### src/rtl/if_prefetch_stage_if.sv
// Instruction-memory bus between the fetch stage and the instruction memory.
// The memory may ack in the same cycle it first sees imem_req.
interface if_prefetch_stage_if #(
  parameter int ADDR_W = 32,
  parameter int INST_W = 32
);
  logic              imem_req;
  logic [ADDR_W-1:0] imem_addr;
  logic              imem_ack;
  logic [INST_W-1:0] imem_rdata;

  modport master (
    output imem_req,
    output imem_addr,
    input  imem_ack,
    input  imem_rdata
  );

  modport slave (
    input  imem_req,
    input  imem_addr,
    output imem_ack,
    output imem_rdata
  );
endinterface

### src/rtl/if_prefetch_stage.sv
// Instruction-fetch stage: one-outstanding req/ack fetcher feeding a DEPTH-entry
// queue of {PC+4, instruction} pairs, flushed and redirected by Branch_taken.
module if_prefetch_stage #(
  parameter int              ADDR_W   = 32,
  parameter int              INST_W   = 32,
  parameter int              DEPTH    = 4,
  parameter logic [ADDR_W-1:0] RESET_PC = '0,
  localparam int             CNT_W    = $clog2(DEPTH) + 1,
  localparam int             PTR_W    = $clog2(DEPTH)
) (
  input  logic                clk,
  input  logic                rst_n,
  input  logic                i_freeze,
  input  logic                i_sram_freeze,
  input  logic                i_branch_taken,
  input  logic [ADDR_W-1:0]   i_branch_addr,
  if_prefetch_stage_if.master imem,
  output logic                o_valid,
  output logic [ADDR_W-1:0]   o_pc,
  output logic [INST_W-1:0]   o_instruction,
  output logic [CNT_W-1:0]    o_occupancy
);

  typedef enum logic [1:0] {IDLE, REQ, DROP} state_t;

  state_t            r_state, w_state_next;
  logic [ADDR_W-1:0] r_fetch_pc, w_fetch_pc_next;
  logic [ADDR_W-1:0] r_req_addr, w_req_addr_next;
  logic              r_imem_req;

  logic [ADDR_W-1:0] r_pc_mem   [DEPTH];
  logic [INST_W-1:0] r_inst_mem [DEPTH];
  logic [PTR_W-1:0]  r_rd_ptr, r_wr_ptr;
  logic [CNT_W-1:0]  r_count, w_count_next;

  logic              w_pop, w_push, w_space;
  logic [ADDR_W-1:0] w_req_addr_inc;

  assign w_pop          = (r_count != '0) && !i_freeze && !i_sram_freeze;
  assign w_push         = (r_state == REQ) && imem.imem_ack && !i_branch_taken;
  assign w_count_next   = r_count - CNT_W'(w_pop) + CNT_W'(w_push);
  assign w_space        = w_count_next < CNT_W'(DEPTH);
  assign w_req_addr_inc = r_req_addr + ADDR_W'(4);

  // A request is never retracted: a branch without an ack parks in DROP until the stale response arrives.
  always_comb begin
    w_state_next    = r_state;
    w_fetch_pc_next = r_fetch_pc;
    w_req_addr_next = r_req_addr;
    unique case (r_state)
      IDLE: begin
        if (i_branch_taken) begin
          w_fetch_pc_next = i_branch_addr;
          w_req_addr_next = i_branch_addr;
          w_state_next    = REQ;
        end else if (w_space) begin
          w_req_addr_next = r_fetch_pc;
          w_state_next    = REQ;
        end
      end
      REQ: begin
        if (i_branch_taken) begin
          w_fetch_pc_next = i_branch_addr;
          if (imem.imem_ack) begin
            w_req_addr_next = i_branch_addr;
          end else begin
            w_state_next    = DROP;
          end
        end else if (imem.imem_ack) begin
          w_fetch_pc_next = w_req_addr_inc;
          if (w_space) begin
            w_req_addr_next = w_req_addr_inc;
          end else begin
            w_state_next    = IDLE;
          end
        end
      end
      DROP: begin
        if (i_branch_taken) begin
          w_fetch_pc_next = i_branch_addr;
        end
        if (imem.imem_ack) begin
          w_req_addr_next = i_branch_taken ? i_branch_addr : r_fetch_pc;
          w_state_next    = REQ;
        end
      end
      default: w_state_next = IDLE;
    endcase
  end

  always_ff @(posedge clk or negedge rst_n) begin
    if (!rst_n) begin
      r_state    <= IDLE;
      r_fetch_pc <= RESET_PC;
      r_req_addr <= '0;
      r_imem_req <= 1'b0;
    end else begin
      r_state    <= w_state_next;
      r_fetch_pc <= w_fetch_pc_next;
      r_req_addr <= w_req_addr_next;
      r_imem_req <= (w_state_next != IDLE);
    end
  end

  always_ff @(posedge clk or negedge rst_n) begin
    if (!rst_n) begin
      r_rd_ptr <= '0;
      r_wr_ptr <= '0;
      r_count  <= '0;
    end else if (i_branch_taken) begin
      r_rd_ptr <= '0;
      r_wr_ptr <= '0;
      r_count  <= '0;
    end else begin
      if (w_push) r_wr_ptr <= r_wr_ptr + PTR_W'(1);
      if (w_pop)  r_rd_ptr <= r_rd_ptr + PTR_W'(1);
      r_count <= w_count_next;
    end
  end

  always_ff @(posedge clk) begin
    if (w_push) begin
      r_pc_mem[r_wr_ptr]   <= w_req_addr_inc;
      r_inst_mem[r_wr_ptr] <= imem.imem_rdata;
    end
  end

  assign imem.imem_req  = r_imem_req;
  assign imem.imem_addr = r_req_addr;
  assign o_valid        = (r_count != '0);
  assign o_pc           = o_valid ? r_pc_mem[r_rd_ptr] : '0;
  assign o_instruction  = o_valid ? r_inst_mem[r_rd_ptr] : '0;
  assign o_occupancy    = r_count;

endmodule

### src/flat_wrapper.sv
// flat-port wrapper written by rule: the top's interface ports become plain ports
module if_prefetch_stage_flat 
#(
  parameter int              ADDR_W   = 32,
  parameter int              INST_W   = 32,
  parameter int              DEPTH    = 4,
  parameter logic [ADDR_W-1:0] RESET_PC = '0,
  localparam int             CNT_W    = $clog2(DEPTH) + 1,
  localparam int             PTR_W    = $clog2(DEPTH)
)
  (clk, rst_n, i_freeze, i_sram_freeze, i_branch_taken, i_branch_addr, o_valid, o_pc, o_instruction, o_occupancy, imem_imem_req, imem_imem_addr, imem_imem_ack, imem_imem_rdata);
  if_prefetch_stage_if #(.ADDR_W(ADDR_W), .INST_W(INST_W)) imem_i ();
  input  logic clk;
  input  logic rst_n;
  input  logic i_freeze;
  input  logic i_sram_freeze;
  input  logic i_branch_taken;
  input  logic [ADDR_W-1:0] i_branch_addr;
  output logic o_valid;
  output logic [ADDR_W-1:0] o_pc;
  output logic [INST_W-1:0] o_instruction;
  output logic [CNT_W-1:0] o_occupancy;
  output wire logic [$bits(imem_i.imem_req)-1:0] imem_imem_req;
  output wire logic [$bits(imem_i.imem_addr)-1:0] imem_imem_addr;
  input wire logic [$bits(imem_i.imem_ack)-1:0] imem_imem_ack;
  input wire logic [$bits(imem_i.imem_rdata)-1:0] imem_imem_rdata;
  assign imem_imem_req = imem_i.imem_req;
  assign imem_imem_addr = imem_i.imem_addr;
  assign imem_i.imem_ack = imem_imem_ack;
  assign imem_i.imem_rdata = imem_imem_rdata;
  if_prefetch_stage #(.ADDR_W(ADDR_W), .INST_W(INST_W), .DEPTH(DEPTH), .RESET_PC(RESET_PC)) u_core (.clk(clk), .rst_n(rst_n), .i_freeze(i_freeze), .i_sram_freeze(i_sram_freeze), .i_branch_taken(i_branch_taken), .i_branch_addr(i_branch_addr), .imem(imem_i), .o_valid(o_valid), .o_pc(o_pc), .o_instruction(o_instruction), .o_occupancy(o_occupancy));
endmodule
### config.mk
export PLATFORM = sky130hd
export DESIGN_NAME = if_prefetch_stage_flat
export DESIGN_NICKNAME = d
export VERILOG_FILES = /design/src/rtl/if_prefetch_stage_if.sv /design/src/rtl/if_prefetch_stage.sv /design/src/flat_wrapper.sv
export SDC_FILE = /design/constraint.sdc
export NUM_CORES = 1
export LEC_CHECK = 0
export ABC_AREA = 1
export BUFFER_PORTS_ARGS = -buffer_cell sky130_fd_sc_hd__buf_4
export CAP_MARGIN = 20
export CORE_ASPECT_RATIO = 1.75
export CORE_MARGIN = 5
export CORE_UTILIZATION = 45
export CTS_CLUSTER_DIAMETER = 60
export DETAILED_ROUTE_END_ITERATION = 7
export GPL_TIMING_DRIVEN = 0
export PLACE_DENSITY = 0.64
export SLEW_MARGIN = 10
export SYNTH_ARGS = -nofsm -noshare
export SYNTH_HDL_FRONTEND = slang
export SYNTH_SLANG_ARGS = --single-unit
export TNS_END_PERCENT = 100
### constraint.sdc
create_clock -name clk -period 4.5 [get_ports clk]
set_input_delay 0.9 -clock clk [delete_from_list [all_inputs] [get_ports clk]]
set_output_delay 0.9 -clock clk [all_outputs]
set_load 0.05 [all_outputs]
* Word level (Yosys, flattened, before mapping)
Memory sizes are Yosys's and may differ from the RTL's.
Index checks and enable logic that the tools add are counted.
** Storage, ports and cells
- Bits in read-only memories :: 0
- Output and inout bits :: 101
- Logic and storage cells :: 68
- Bits in writable memories :: 256
- Memories :: 2
- Bits in latches :: 0
- Flip-flop bits (word level) :: 74
** Memories
- u_core.r_inst_mem :: depth 4, width 32, rd ports 1, clocked after memory_dff 0, write ports 1, line if_prefetch_stage.sv:32 : logic [INST_W-1:0] r_inst_mem [DEPTH];
- u_core.r_pc_mem :: depth 4, width 32, rd ports 1, clocked after memory_dff 0, write ports 1, line if_prefetch_stage.sv:31 : logic [ADDR_W-1:0] r_pc_mem [DEPTH];
** Operators by class
- Shifts and indexed selects :: 0
- Equality and inequality tests :: 7
- Div/mod/pow operators :: 0
- $mul :: 0
- Mux-type cells :: 29
- Reductions and logical operators :: 17
- Bitwise logic cells :: 0
- Magnitude comparators :: 1
- Add/subtract/negate cells :: 5
** Operators with widths (number)
- $mux 32 :: 12
- $pmux 32 s3 :: 1
- $pmux 32 s2 :: 1
- $add 32x3->32 const B :: 1
- $mux 2 :: 11
- $reduce_bool 2->1 :: 4
- $ne 3x2->1 const B :: 2
- $pmux 2 s3 :: 1
- $reduce_bool 3->1 :: 2
- $reduce_and 5->1 :: 1
- $add 2x1->2 const B :: 2
- $logic_and 1x1->1 :: 4
- $ne 2x2->1 const B :: 2
- $add 3x1->3 :: 1
- $logic_not 1->1 :: 3
- $lt 3x3->1 const B :: 1
- $mux 3 :: 1
- $ne 3x3->1 const B :: 1
- $sub 3x1->3 :: 1
- $eq 2x1->1 const B :: 1
- $eq 2x2->1 const B :: 1
- $logic_not 2->1 :: 1
- $mux 1 :: 2
- $reduce_and 2->1 :: 1
- $reduce_or 2->1 :: 1

* Logic depth before layout (Yosys ltp)
- Depth in word-level cells :: 11
- Depth in mapped cells :: 17

* Worst setup path after synthesis
OpenSTA, ideal clock, no wires.
- Path kind :: input to register
- Start point :: input i_branch_taken
- End point :: memory u_core.r_inst_mem[0][0] (enable)
- Path slack :: -0.190 ns
- Data required time :: 4.014 ns
- Cell stages on the path :: 5
- Data arrival time :: 4.204 ns
- Library setup time :: 0.486 ns
- Cells stage by stage :: buf_2 -> buf_1 -> nor2_2 -> inv_1 -> nor2_1
** On the way
- Longest elaborated chain between the ends :: 4
** Ends and longest elaborated chain
- start, declared :: line flat_wrapper.sv:17 : input logic i_branch_taken;
- $logic_not 1->1 :: line if_prefetch_stage.sv:40 : assign w_push = (r_state == REQ) && imem.imem_ack && !i_branch_taken;
- $logic_and 1x1->1 :: line if_prefetch_stage.sv:40
- $mux 1 :: line if_prefetch_stage.sv:122 : if (w_push) begin
- $mux 1 (implied by the code) :: line if_prefetch_stage.sv:124 : r_inst_mem[r_wr_ptr] <= imem.imem_rdata;
- end, declared :: line if_prefetch_stage.sv:32
No other way between the ends.

* Final worst setup path
- Start point :: register u_core.r_count[1] (netlist: u_core.o_occupancy[1])
- End point :: output o_pc[18]
** On the way
- Longest elaborated chain between the ends :: 2
** Ends and longest elaborated chain
- start, declared :: line if_prefetch_stage.sv:34 : logic [CNT_W-1:0] r_count, w_count_next;
- start signal, assigned :: line if_prefetch_stage.sv:117 : r_count <= w_count_next;
- $reduce_bool 3->1 :: line if_prefetch_stage.sv:130 : assign o_valid = (r_count != '0);
- $mux 32 :: line if_prefetch_stage.sv:131 : assign o_pc = o_valid ? r_pc_mem[r_rd_ptr] : '0;
- end, declared :: line flat_wrapper.sv:20 : output logic [ADDR_W-1:0] o_pc;
No other way between the ends.

==> flow_metrics.tcl <==
set metrics [dict create \
    slowest_delay_ns 0.79 \
    slew_headroom_pct 35.7 \
    die_w_um 149 \
    drv_cap 0 \
    leakagePower_nw 7.33 \
    ant_nets 0 \
    drtIter0Drc 635 \
    syn_avg_cell_area_um2 9.61 \
    clockBufferDepth 3 \
    vias_per_cell 5.32 \
    synth_cell_type_count 42 \
    core_um2 33000 \
    ys_top_cells_by_area "edfxtp_1, dfrtp_1, nand2_1" \
    ys_seq_elements 330 \
    placed_area_um2 17100 \
    final-setup-viol-count 0 \
    cts_setup_buffers 0 \
    outcome "completed" \
    fp.dieH_um 252 \
    ys.warnings.count 0 \
    power.density_nw_per_um2 682 \
    syn-num-nets 1650 \
    port_buffers 169 \
    ys_seq_area_share_pct 63.1 \
    finalClockSkew_ns 0.0134 \
    maxSlewViolCount 0 \
    setup_tns_ns 0 \
    dieArea_um2 37500 \
    vias 11800 \
    rsz0062_at_grt "no" \
    overflow 0 \
    drt-wirelength-per-cell_um 19.4 \
    hp-class "in -> async" \
    boundaryPins 171 \
    dr.pass1.iters 5 \
    async_flop_share_pct 22.4 \
    crit_fanout 10 \
    placementRows 88 \
    ir_worst_vdd_mv 0.465 \
    crit_chain "nor3_1 -> clkbuf_1 -> clkbuf_1 -> a21oi_1 -> buf_4" \
    clk_latency_ns 0.56 \
    post_cts_resized 0 \
    yosys.area.top_type "edfxtp_1" \
    crit_top_cell "clkbuf_1" \
    n_fill_cell 3017 \
    grt_max_degree 75 \
    cpLargestDelayFamily "buffers and inverters" \
    critPathArrivalTime_ns 3.30 \
    setup.worst_path.start_class "register" \
    final.min_clock_period_ns 4.20 \
    multi_input_area_um2 4950 \
    ctsRootBufferMaster "clkbuf_16" \
    track_usage_pct 22.4 \
    drc_errors 0 \
    critPathSlowestCell "nor3_1" \
    syn_area_um2 15100 \
    hpwl_um 31100 \
    synth_common_cells "nand2_1, nor2_1, edfxtp_1" \
    path_clk_slew_ns 0.07 \
    critPathRequiredTime_ns 3.60 \
    cts_hold_buf 0 \
    antenna_found_initial 1 \
    hold_viol_final 0 \
    path_class "reg -> out" \
    tightest_slew_ns 0.957 \
    finalCritPeriodShare_pct 93.4 \
    synth_edf_count 256 \
    cts.sinks 330 \
    regArea_um2 9540 \
    syn_to_final_growth_pct 19.2 \
    cts_tree "yes" \
    drive_gt1_share_pct 16.7 \
    cp-end-kind "output port" \
    synth_top_cell_area_share_pct 50.9 \
    fmax_ghz 0.238 \
    netlist_instances 1572 \
    synthFlopType "edfxtp_1" \
    fin_util_pct 54.5 \
    gp_congestion 0.890 \
    start_util_pct 45.7 \
    yosysMostFrequentCell "nand2_1" \
    htreeDepth 1 \
    cts-buffers-inserted 30 \
    drt_wl_total_um 42800 \
    cp_num_buf_inv 3 \
    grt_pass1_vias 11800 \
    layout.nets 1860 \
    stdcell_area_um2 18000 \
    grt_pass1_wl_um 64600 \
]
-- layout by cell type (no fill, tap or decap), types with 3 or more instances in the layout --
cell type | netlist | routed
a21oi_1 | 72 | 72
a31oi_1 | 3 | 3
and2_1 | 9 | 9
buf_1 | 9 | 9
buf_12 | 0 | 8
buf_2 | 26 | 26
buf_4 | 6 | 175
clkbuf_1 | 42 | 46
clkbuf_16 | 0 | 31
clkinv_1 | 0 | 7
clkinv_2 | 0 | 3
clkinvlp_2 | 0 | 3
dfrtp_1 | 74 | 74
edfxtp_1 | 256 | 256
ha_1 | 7 | 7
inv_1 | 65 | 65
inv_2 | 5 | 5
nand2_1 | 345 | 345
nand2_2 | 10 | 10
nand3_1 | 88 | 88
nor2_1 | 340 | 336
nor2_2 | 7 | 7
nor2_4 | 7 | 11
nor3_1 | 3 | 3
o211ai_1 | 4 | 4
o21ai_0 | 150 | 150
o221ai_1 | 3 | 3
o22ai_1 | 6 | 6
or2_2 | 3 | 3
xnor2_1 | 6 | 6
xor2_2 | 5 | 5
-- path summary, 6_finish.rpt --
kind | start | endpoint | slack, ns | depth (start not counted)
min in group clk | u_core.r_fetch_pc[30] | u_core.r_fetch_pc[30] | 0.49 | 2
min | rst_n | u_core.imem.imem_req | 0.20 | 1
max | u_core.o_occupancy[1] | o_pc[18] | 0.30 | 5
max reg2reg | u_core.o_occupancy[1] | u_core.imem.imem_addr[27] | 0.68 | 15
min reg2reg | u_core.r_fetch_pc[30] | u_core.r_fetch_pc[30] | 0.49 | 2
max in group asynchronous | rst_n | u_core.imem.imem_addr[24] | 3.71 | 2
-- registers in the layout, summed over array words and instances, names as in the netlist --
name	flops
u_core.imem.imem_addr	32
u_core.r_rd_ptr	2
u_core.r_pc_mem	128
u_core.r_state	2
u_core.o_occupancy	3
u_core.imem.imem_req	1
u_core.r_inst_mem	128
u_core.r_wr_ptr	2
u_core.r_fetch_pc	32
-- area by class of cell --
cell class                 instances  share of cell area, %
tap                              405                   2.81
timing repair buffer             178                   8.09
clock buffer                      35                   4.39
sequential                       330                   53.0
multi-input combinational       1087                   27.5
antenna                            1                 0.0139
inverter                          71                   1.49
buffer                            84                   2.10
clock inverter                    18                  0.660
-- metrics by stage --
step / setup slack [ns] / instances / hold WS [ns] / total power, mW
2_1_floorplan: -0.190 / 1572 / 0.449 / 8.04
3_5_place_dp: 0.408 / 2154 / 0.483 / 9.95
5_1_grt: 0.0400 / 2209 / 0.208 / 12.9
4_1_cts: 0.0803 / 2207 / 0.500 / 12.3
3_3_place_gp: -2.68 / 2146 / 0.465 / 9.87
6_report: 0.296 / 2209 / 0.205 / 12.3
-- where the power goes --
part | internal (mW) | switching (mW)
clock network | 1.31 | 1.09
registers | 3.93 | 0.415
logic | 1.52 | 4.01
total | 6.75 | 5.52
-- per-layer routing --
metal  vias up  wire (µm)  global-route usage [%]
met2       350      22900                    42.0
met4         0       2720                    13.2
met5         -          0                       0
met3       118       1840                    2.30
met1      5606      15300                    23.8
li1       5681          -                       -
-- cell families after synthesis --
logic type / Yosys count / share of synthesized area (%)
compound gates: 248 / 8.60
xor+xnor: 13 / 1.05
mux: 1 / 0.0663
buf+inv: 155 / 4.28
flops: 330 / 63.1
simple gates: 817 / 22.1
fa+ha+maj: 8 / 0.712
No activity file was read; power rests on OpenSTA's default activity.
